**src/rtl/a51_keystream_ctrl_pkg.sv**
```systemverilog
// Shared constants, state type and phase helpers for the A5/1 keystream sequencer.
// Bit 0 of every register is the newest bit; the MSB is the output bit.
package a51_keystream_ctrl_pkg;

    localparam int unsigned LenA        = 19;
    localparam int unsigned LenB        = 22;
    localparam int unsigned LenC        = 23;
    localparam int unsigned KeyBits     = 64;
    localparam int unsigned FrameBits   = 22;
    localparam int unsigned FlushCycles = 23;
    localparam int unsigned MixCycles   = 100;
    localparam int unsigned KsBits      = 228;
    localparam int unsigned CntW        = 9;

    localparam int unsigned ClkBitA = 8;
    localparam int unsigned ClkBitB = 10;
    localparam int unsigned ClkBitC = 10;

    localparam int unsigned MsbA = LenA - 1;
    localparam int unsigned MsbB = LenB - 1;
    localparam int unsigned MsbC = LenC - 1;

    // Feedback tap masks: A {13,16,17,18}, B {20,21}, C {7,20,21,22}.
    localparam logic [LenA-1:0] TapsA = 19'h72000;
    localparam logic [LenB-1:0] TapsB = 22'h300000;
    localparam logic [LenC-1:0] TapsC = 23'h700080;

    typedef enum logic [2:0] {StIdle, StFlush, StKey, StFrame, StMix, StRun} state_e;

    function automatic logic [CntW-1:0] phase_last(input state_e st);
        case (st)
            StFlush: return CntW'(FlushCycles - 1);
            StKey:   return CntW'(KeyBits - 1);
            StFrame: return CntW'(FrameBits - 1);
            StMix:   return CntW'(MixCycles - 1);
            StRun:   return CntW'(KsBits - 1);
            default: return '0;
        endcase
    endfunction

    function automatic state_e phase_next(input state_e st);
        case (st)
            StFlush: return StKey;
            StKey:   return StFrame;
            StFrame: return StMix;
            StMix:   return StRun;
            default: return StIdle;
        endcase
    endfunction

endpackage

```
**src/rtl/a51_keystream_ctrl_if.sv**
```systemverilog
// Session handshake (start, key, frame) and keystream output of the A5/1 sequencer.
interface a51_keystream_ctrl_if;
    import a51_keystream_ctrl_pkg::*;

    logic                 start;
    logic [KeyBits-1:0]   key;
    logic [FrameBits-1:0] frame;
    logic                 busy;
    logic                 ks_valid;
    logic                 ks_bit;
    logic                 done;

    modport master (output start, key, frame, input busy, ks_valid, ks_bit, done);
    modport slave  (input start, key, frame, output busy, ks_valid, ks_bit, done);

endinterface

```
**src/rtl/a51_keystream_ctrl_majority.sv**
```systemverilog
// Majority vote over the three clocking bits; a register shifts when its bit agrees.
module a51_keystream_ctrl_majority (
    input  logic clk_bit_a,
    input  logic clk_bit_b,
    input  logic clk_bit_c,
    output logic en_a,
    output logic en_b,
    output logic en_c
);

    logic maj;

    assign maj  = (clk_bit_a & clk_bit_b) | (clk_bit_a & clk_bit_c) | (clk_bit_b & clk_bit_c);
    assign en_a = (clk_bit_a == maj);
    assign en_b = (clk_bit_b == maj);
    assign en_c = (clk_bit_c == maj);

endmodule

```
**src/rtl/a51_keystream_ctrl.sv**
```systemverilog
// A5/1 sequencer: flush, key load, frame load, majority mix and keystream phases,
// driving serial input and shift enable of three external LFSRs.
module a51_keystream_ctrl
    import a51_keystream_ctrl_pkg::*;
(
    input  logic                clk,
    input  logic                rst,
    a51_keystream_ctrl_if.slave bus,
    input  logic [LenA-1:0]     ra_so,
    input  logic [LenB-1:0]     rb_so,
    input  logic [LenC-1:0]     rc_so,
    output logic                si_a,
    output logic                si_b,
    output logic                si_c,
    output logic                en_a,
    output logic                en_b,
    output logic                en_c
);

    state_e               state_q;
    logic [CntW-1:0]      cnt_q;
    logic [KeyBits-1:0]   key_q;
    logic [FrameBits-1:0] frame_q;
    logic                 busy_q;
    logic                 ks_valid_q;
    logic                 done_q;

    logic fa, fb, fc;
    logic load_bit;
    logic maj_en_a, maj_en_b, maj_en_c;

    assign fa = ^(ra_so & TapsA);
    assign fb = ^(rb_so & TapsB);
    assign fc = ^(rc_so & TapsC);

    a51_keystream_ctrl_majority u_majority (
        .clk_bit_a (ra_so[ClkBitA]),
        .clk_bit_b (rb_so[ClkBitB]),
        .clk_bit_c (rc_so[ClkBitC]),
        .en_a      (maj_en_a),
        .en_b      (maj_en_b),
        .en_c      (maj_en_c)
    );

    // The step counter doubles as the LSB-first bit index while loading.
    always_comb begin
        load_bit = 1'b0;
        if (state_q == StKey) begin
            load_bit = key_q[cnt_q[5:0]];
        end else if (state_q == StFrame) begin
            load_bit = frame_q[cnt_q[4:0]];
        end
    end

    always_comb begin
        si_a = 1'b0;
        si_b = 1'b0;
        si_c = 1'b0;
        en_a = 1'b0;
        en_b = 1'b0;
        en_c = 1'b0;
        case (state_q)
            StFlush: begin
                en_a = 1'b1;
                en_b = 1'b1;
                en_c = 1'b1;
            end
            StKey, StFrame: begin
                en_a = 1'b1;
                en_b = 1'b1;
                en_c = 1'b1;
                si_a = fa ^ load_bit;
                si_b = fb ^ load_bit;
                si_c = fc ^ load_bit;
            end
            StMix, StRun: begin
                en_a = maj_en_a;
                en_b = maj_en_b;
                en_c = maj_en_c;
                si_a = fa;
                si_b = fb;
                si_c = fc;
            end
            default: ;
        endcase
    end

    always_ff @(posedge clk or negedge rst) begin
        if (!rst) begin
            state_q    <= StIdle;
            cnt_q      <= '0;
            key_q      <= '0;
            frame_q    <= '0;
            busy_q     <= 1'b0;
            ks_valid_q <= 1'b0;
            done_q     <= 1'b0;
        end else begin
            ks_valid_q <= (state_q == StRun);
            done_q     <= 1'b0;
            case (state_q)
                StIdle: begin
                    if (bus.start) begin
                        key_q   <= bus.key;
                        frame_q <= bus.frame;
                        busy_q  <= 1'b1;
                        cnt_q   <= '0;
                        state_q <= StFlush;
                    end
                end
                default: begin
                    if (cnt_q == phase_last(state_q)) begin
                        cnt_q   <= '0;
                        state_q <= phase_next(state_q);
                        if (state_q == StRun) begin
                            busy_q <= 1'b0;
                            done_q <= 1'b1;
                        end
                    end else begin
                        cnt_q <= cnt_q + 1'b1;
                    end
                end
            endcase
        end
    end

    assign bus.busy     = busy_q;
    assign bus.ks_valid = ks_valid_q;
    assign bus.done     = done_q;
    assign bus.ks_bit   = ks_valid_q & (ra_so[MsbA] ^ rb_so[MsbB] ^ rc_so[MsbC]);

endmodule

```
**src/flat_wrapper.sv**
```systemverilog
// flat-port wrapper written by rule: the top's interface ports become plain ports
module a51_keystream_ctrl_flat import a51_keystream_ctrl_pkg::*;
  (clk, rst, ra_so, rb_so, rc_so, si_a, si_b, si_c, en_a, en_b, en_c, bus_start, bus_key, bus_frame, bus_busy, bus_ks_valid, bus_ks_bit, bus_done);
  a51_keystream_ctrl_if bus_i ();
  input  logic clk;
  input  logic rst;
  input  logic [LenA-1:0] ra_so;
  input  logic [LenB-1:0] rb_so;
  input  logic [LenC-1:0] rc_so;
  output logic si_a;
  output logic si_b;
  output logic si_c;
  output logic en_a;
  output logic en_b;
  output logic en_c;
  input wire logic [$bits(bus_i.start)-1:0] bus_start;
  input wire logic [$bits(bus_i.key)-1:0] bus_key;
  input wire logic [$bits(bus_i.frame)-1:0] bus_frame;
  output wire logic [$bits(bus_i.busy)-1:0] bus_busy;
  output wire logic [$bits(bus_i.ks_valid)-1:0] bus_ks_valid;
  output wire logic [$bits(bus_i.ks_bit)-1:0] bus_ks_bit;
  output wire logic [$bits(bus_i.done)-1:0] bus_done;
  assign bus_i.start = bus_start;
  assign bus_i.key = bus_key;
  assign bus_i.frame = bus_frame;
  assign bus_busy = bus_i.busy;
  assign bus_ks_valid = bus_i.ks_valid;
  assign bus_ks_bit = bus_i.ks_bit;
  assign bus_done = bus_i.done;
  a51_keystream_ctrl u_core (.clk(clk), .rst(rst), .bus(bus_i), .ra_so(ra_so), .rb_so(rb_so), .rc_so(rc_so), .si_a(si_a), .si_b(si_b), .si_c(si_c), .en_a(en_a), .en_b(en_b), .en_c(en_c));
endmodule
```
**config.mk**
```make
export PLATFORM = sky130hd
export DESIGN_NAME = a51_keystream_ctrl_flat
export DESIGN_NICKNAME = d
export VERILOG_FILES = /design/src/rtl/a51_keystream_ctrl_pkg.sv /design/src/rtl/a51_keystream_ctrl_if.sv /design/src/rtl/a51_keystream_ctrl_majority.sv /design/src/rtl/a51_keystream_ctrl.sv /design/src/flat_wrapper.sv
export SDC_FILE = /design/constraint.sdc
export NUM_CORES = 1
export LEC_CHECK = 0
export ABC_CLOCK_PERIOD_IN_PS = 2150
export BUFFER_PORTS_ARGS = -buffer_cell sky130_fd_sc_hd__buf_2
export CAP_MARGIN = 20
export CORE_ASPECT_RATIO = 1.2
export CORE_MARGIN = 2
export CORE_UTILIZATION = 47
export DETAILED_ROUTE_END_ITERATION = 8
export PLACE_DENSITY = 0.88
export SLEW_MARGIN = 25
export SYNTH_ARGS = -nofsm -noshare
export SYNTH_HDL_FRONTEND = slang
export SYNTH_SLANG_ARGS = --single-unit
```
**constraint.sdc**
```tcl
create_clock -name clk -period 2.15 [get_ports clk]
set_input_delay 0.3225 -clock clk [delete_from_list [all_inputs] [get_ports clk]]
set_output_delay 0.3225 -clock clk [all_outputs]
set_load 0.005 [all_outputs]
```
Word level (Yosys, flattened, before mapping) --
Index checks and enable logic that the tools add are counted.
Storage, ports and cells: register bits after elaboration 101, input port bits 153, output and inout bits 10, word-level logic and storage cells 71
Operators by class: $add $sub $neg 1, magnitude comparators 2, equality and inequality tests 10, muxes and demuxes 28, bitwise logic cells 11, reductions and logical operators 12
Operator list (number):
- 8-bit one-hot mux with 5 select lines | 1
- 9-bit two-way mux | 4
- 23-bit parity | 1
- 22-bit parity | 1
- 19-bit parity | 1
- 1-bit one-hot mux with 2 select lines | 6
- 3-bit one-hot mux with 4 select lines | 1
- 1-bit two-way mux | 11
- 9-bit by 1-bit adder with 9-bit output, second input constant | 1
- 9-bit equality test | 1
- 3-bit two-way mux | 3
- 6-bit by 7-bit < comparator with 1-bit output, second input constant | 1
- 1-bit binary-select mux with 6-bit select | 1
- 3-bit by 2-bit equality test with 1-bit output, second input constant | 2
- 3-bit equality test, second input constant | 2
- 5-bit by 6-bit < comparator with 1-bit output, second input constant | 1
- 1-bit binary-select mux with 5-bit select | 1
- 1-bit bitwise XOR | 5
- 1-bit AND | 4
- 2-bit AND reduction | 2
- 2-bit nonzero test | 2
- 2-bit OR reduction | 2
- 1-bit equality test | 3
- 3-bit by 1-bit equality test with 1-bit output, second input constant | 1
- other kinds (5) | 6

Depth between registers and ports, before layout --
word-level depth 6, mapped depth 9, mapped depth without buffers 6

Cells and area by module --
From an unflattened synthesis, not the netlist that was laid out.
Second synthesis, totals: cell total of the unflattened synthesis 397, area, all modules 5108.6 µm²
By module, submodules not included:
- a51_keystream_ctrl | instances 1, cells each 390, area an instance 5058.6 µm², seq. area each 2527.4 µm²
- a51_keystream_ctrl_majority | instances 1, cells each 7, area an instance 50.0 µm², seq. area each 0.0 µm²

Least setup slack after synthesis --
Ideal clock, no wire load.
path type register -> output, start reg u_core.cnt_q[0], end out si_a, arrival time 1.855 ns, required time 1.827 ns, path slack -0.027 ns, cell stages (with the launch flop) 9, buffers on the path 2, cells stage by stage dfrtp_1 buf_6 buf_12 mux4_2 mux2i_1 mux2i_1 a21oi_4 mux2i_1 nand3_1
On the way: longest elaborated chain between the ends 6, elaborated cells between the ends (all ways) 8, classes of those cells mux (7); bitwise (1)
RTL lines:
- start, declared | RTL line a51_keystream_ctrl.sv:21 | logic [CntW-1:0] cnt_q;
- start signal, assigned | RTL line a51_keystream_ctrl.sv:119 | cnt_q <= cnt_q + 1'b1;
- 1-bit binary-select mux with 5-bit select | RTL line a51_keystream_ctrl.sv:51 | load_bit = frame_q[cnt_q[4:0]];
- 1-bit two-way mux (not written as such) | RTL line a51_keystream_ctrl.sv:51
- 1-bit two-way mux | RTL line a51_keystream_ctrl.sv:50 | end else if (state_q == StFrame) begin
- 1-bit two-way mux * | RTL line a51_keystream_ctrl.sv:48 | if (state_q == StKey) begin
- 1-bit bitwise XOR * | RTL line a51_keystream_ctrl.sv:72 | si_a = fa ^ load_bit;
- 1-bit one-hot mux with 2 select lines * | RTL line a51_keystream_ctrl.sv:62 | case (state_q)
- end, declared | RTL line flat_wrapper.sv:10 | output logic si_a;
Every way passes the cells marked *; elsewhere a longest branch is shown, timed or not. The select of a mux whose other input is x is not followed.

Worst setup path in the final report --
Ends and elaborated chain as after synthesis.

==> impl_metrics.py <==
metrics = {
    "clock_network": {
        "ctsRootBufferMaster": "clkbuf_16",
        "cts-buffers-inserted": 9,
        "cts.reportedPaths.clkPinSlew_ns": 0.07,
        "clock_latency_ns": 0.35,
        "cts_max_level": 3,
        "number_of_sinks_handled_by_clock_tree_synthesis": 101,
        "clock_tree.buffer_depth": 2,
        "tritoncts_clock_tree": "done",
    },
    "sta": {
        "min_period_over_period_pct": 133,
        "setup_viol": 16,
        "grt_setup_unrepaired": "yes",
        "timing_hold_violations_final": 0,
        "achievable-frequency_mhz": 349,
        "post_route_setup_tns_ns": -3.47,
        "maxSlewViolCount": 0,
        "worstMarginPinSlew_ns": 0.602,
        "finClkSkew_ns": 0.00957,
        "maxSlewHeadroom_pct": 59.9,
        "post-route-worst-setup-slack_ns": -0.713,
        "timing.final.crit_period_ns": 2.86,
    },
    "global_routing": {
        "global_route.usage.met1_pct": 25.2,
        "globalRouteOverflowTotal": 0,
        "grt_pass1_vias": 4019,
        "gr-usage-all-layers_pct": 21.0,
        "global_route.usage.met2_pct": 36.5,
        "grt_max_degree": 53,
        "most_used_routing_layer": "met2",
        "first_pass_grt_wire_length_microns": 19700,
        "grt_antenna_before_repair": 0,
        "grt.met3_usage_pct": 4.08,
    },
    "floorplanning": {
        "std_cell_rows": 42,
        "core-area_sq_mm": 0.0110,
        "chipHeight_microns": 120,
        "die-width_microns": 101,
        "start_util_pct": 47.9,
        "full_die_area_sq_mm": 0.0121,
        "io_pins": 163,
    },
    "layout": {
        "layout.area.seq_sq_mm": 0.00253,
        "multi_input_area_sq_mm": 0.00265,
        "antenna_cells": 0,
        "layout-area-overhead-vs-synth_pct": 26.4,
        "finalNetCount": 678,
        "final_util_pct": 60.6,
        "final.fill_count": 834,
        "final_layout_size_suffix_gt1_share_pct": 53.9,
    },
    "drt": {
        "per_cell_routed_wire_length_microns": 18.2,
        "detail_route.drc_violations": 0,
        "detail-route-antenna-nets": 0,
        "drtPass1Iterations": 4,
        "vias_per_cell": 5.68,
        "detailedRoute.firstIterationViolations": 163,
        "detailroute.via_count": 3753,
        "finalWirelength_microns": 12000,
    },
    "synth": {
        "cell_area_synth_sq_mm": 0.00526,
        "netlist-cell-type-count": 50,
        "yosys_warnings": 0,
        "yosys_register_bits": 101,
        "postSynthNetCount": 544,
        "syn_inst": 390,
        "async_flop_share_pct": 100,
        "synth-edff-count": 0,
        "ys_dominant_reg_cell": "dfrtp_1",
        "synth-seq-area-share_pct": 48.0,
        "post_synth.cell_area_avg_sq_um": 13.5,
    },
    "power": {
        "seq_power_share_pct": 33.6,
        "power.combinational.fraction_pct": 48.7,
        "p_sw_mw": 3.54,
        "sw_frac_of_total_pct": 34.8,
        "power_frac_clock_pct": 17.6,
        "internal_power_mw": 6.64,
        "power-per-cell-area_mw_per_mm2": 1530,
        "vdd_ir_drop_max_uv": 835,
        "power.leakage_nw": 2.94,
    },
    "place": {
        "port_buffers": 111,
        "place.detailed.hpwl_microns": 8680,
        "globalplace.congestion": 0.857,
    },
    "critical_path": {
        "required_ns": 1.83,
        "timing.critical_path.arrival_ns": 2.54,
        "crit_path_start_kind": "flop",
        "cp_max_fo": 6,
        "critPathCaptureType": "primary output",
        "critPathKind": "reg -> out",
    },
    "outcome": {
        "failing_checks": "setup timing",
        "run_status": "finished with violations",
    },
    "flow_run": {
        "drv.max_cap_violation_count": 0,
    },
    "min_path": {
        "hold_path_class": "in -> reg",
    },
}
## critical path, stage by stage, from the launching register on
cell and delay, ns:
dfrtp_1 0.41, buf_6 0.15, mux4_2 0.53, mux2i_2 0.21, mux2i_2 0.13, a21oi_4 0.27, mux2i_1 0.25, nand3_1 0.10
buf_2 0.14
## worst paths after layout
| kind | slack, ns | start | depth (start not counted) | end |
|---|---|---|---|---|
| worst max-delay path | -0.71 | u_core.cnt_q[0]$_DFFE_PN0P_ | 8 | si_a |
| worst min-delay path | 0.19 | bus_key[20] | 2 | u_core.key_q[20]$_DFFE_PN0P_ |
| worst max register to register | -0.21 | u_core.cnt_q[0]$_DFFE_PN0P_ | 9 | u_core.state_q[0]$_DFFE_PN0P_ |
| worst min register to register | 0.49 | u_core.key_q[19]$_DFFE_PN0P_ | 1 | u_core.key_q[19]$_DFFE_PN0P_ |
| max in group asynchronous | 1.05 | rst | 3 | u_core.key_q[32]$_DFFE_PN0P_ |
| min in group asynchronous | 0.47 | rst | 2 | u_core.key_q[8]$_DFFE_PN0P_ |
## cells in the final DEF, fill, tap and decap left out, drive strengths merged, types with 2 or more instances in the layout
master and n:
and2 3, mux2i 15, or3 2, a22oi 3, nand3b 4, xor2 8, nand2 8, o32ai 2
o31ai 3, inv 8, xnor2 9, nor2 11, a21oi 16, nor2b 4, clkbuf 10, o21ai 8
mux4 21, o21a 2, and3 6, bufinv 2, nand4 3, dfrtp 101, o2111ai 3, mux2 87
a31oi 12, nand2b 9, a22o 2, nor4b 2, buf 147, nand3 7
## sequential cells by signal, summed over array words and instances (netlist names), named ones only
name / flops
u_core.bus.busy: 1
u_core.state_q: 2
u_core.frame_q: 22
u_core.key_q: 64
u_core.bus.ks_valid: 1
u_core.bus.done: 1
u_core.cnt_q: 9
## per-layer routing
metal  wire length, microns  part of all wire (%)
met5                      0                     0
met4                    301                   2.5
met3                    643                   5.3
met2                   6330                    53
met1                   4750                    39
## layout make-up
type                    instances  share of cell area (%)
multi-input cells             258                    39.8
well taps                     132                    2.48
flip-flops and latches        101                    38.0
clock inverters                 6                    1.39
clock buffers                  10                    3.59
repair buffers                148                    14.4
inverters                       6                   0.338
## stage by stage
stage               cells  hold WS, ns  setup slack [ns]  power (mW)  instance area (sq um)
floorplan             390       0.0269           -0.0270        6.61                   5260
global placement      639        0.288            -0.291        7.68                   6150
detailed placement    639        0.291            -0.348        7.97                   6150
CTS                   659        0.181            -0.706        10.0                   6570
global route          661        0.189            -0.808        10.8                   6660
finish                661        0.189            -0.713        10.2                   6660
## repair_timing
action / CTS / global route
endpoints found under the hold margin: 30 / 0
pin swaps: 4 / 10
setup endpoints to repair: 13 / 15
resized for setup: 11 / 17
buffers inserted: 2 / 2
hold buffers: 1 / 0
gates cloned: 1 / 0
## power groups by stage
stage / registers, mW / logic (mW) / clock network [mW]
floorplan: 3.19 / 3.42 / 0
global placement: 3.33 / 4.35 / 0
detailed placement: 3.44 / 4.54 / 0
CTS: 3.41 / 4.81 / 1.82
global route: 3.55 / 5.36 / 1.90
finish: 3.42 / 4.96 / 1.79
## synthesized netlist by cell type, drive strengths merged (4+ instances only)
cell type,number,area (sq um)
a31oi,11,75.1
nand3b,4,30.0
mux2,87,980
a21oi,16,95.1
nand3,7,40.0
xor2,8,70.1
xnor2,9,78.8
buf,24,165
mux4,21,473
nand2b,9,56.3
nor2b,4,25.0
nor2,11,43.8
nand2,8,30.0
o21ai,8,40.0
inv,6,22.5
and3,6,37.5
mux2i,15,150
dfrtp,101,2530
## cells by family after synthesis
logic type      Yosys count  synth area share [%]
compound gates           53                  7.42
xor+xnor                 17                  2.83
fa+ha+maj                 1                 0.238
buf+inv                  32                  3.71
flops                   101                  48.0
mux                     123                  30.4
simple gates             63                  7.35
No activity file was read; power rests on OpenSTA's default activity.
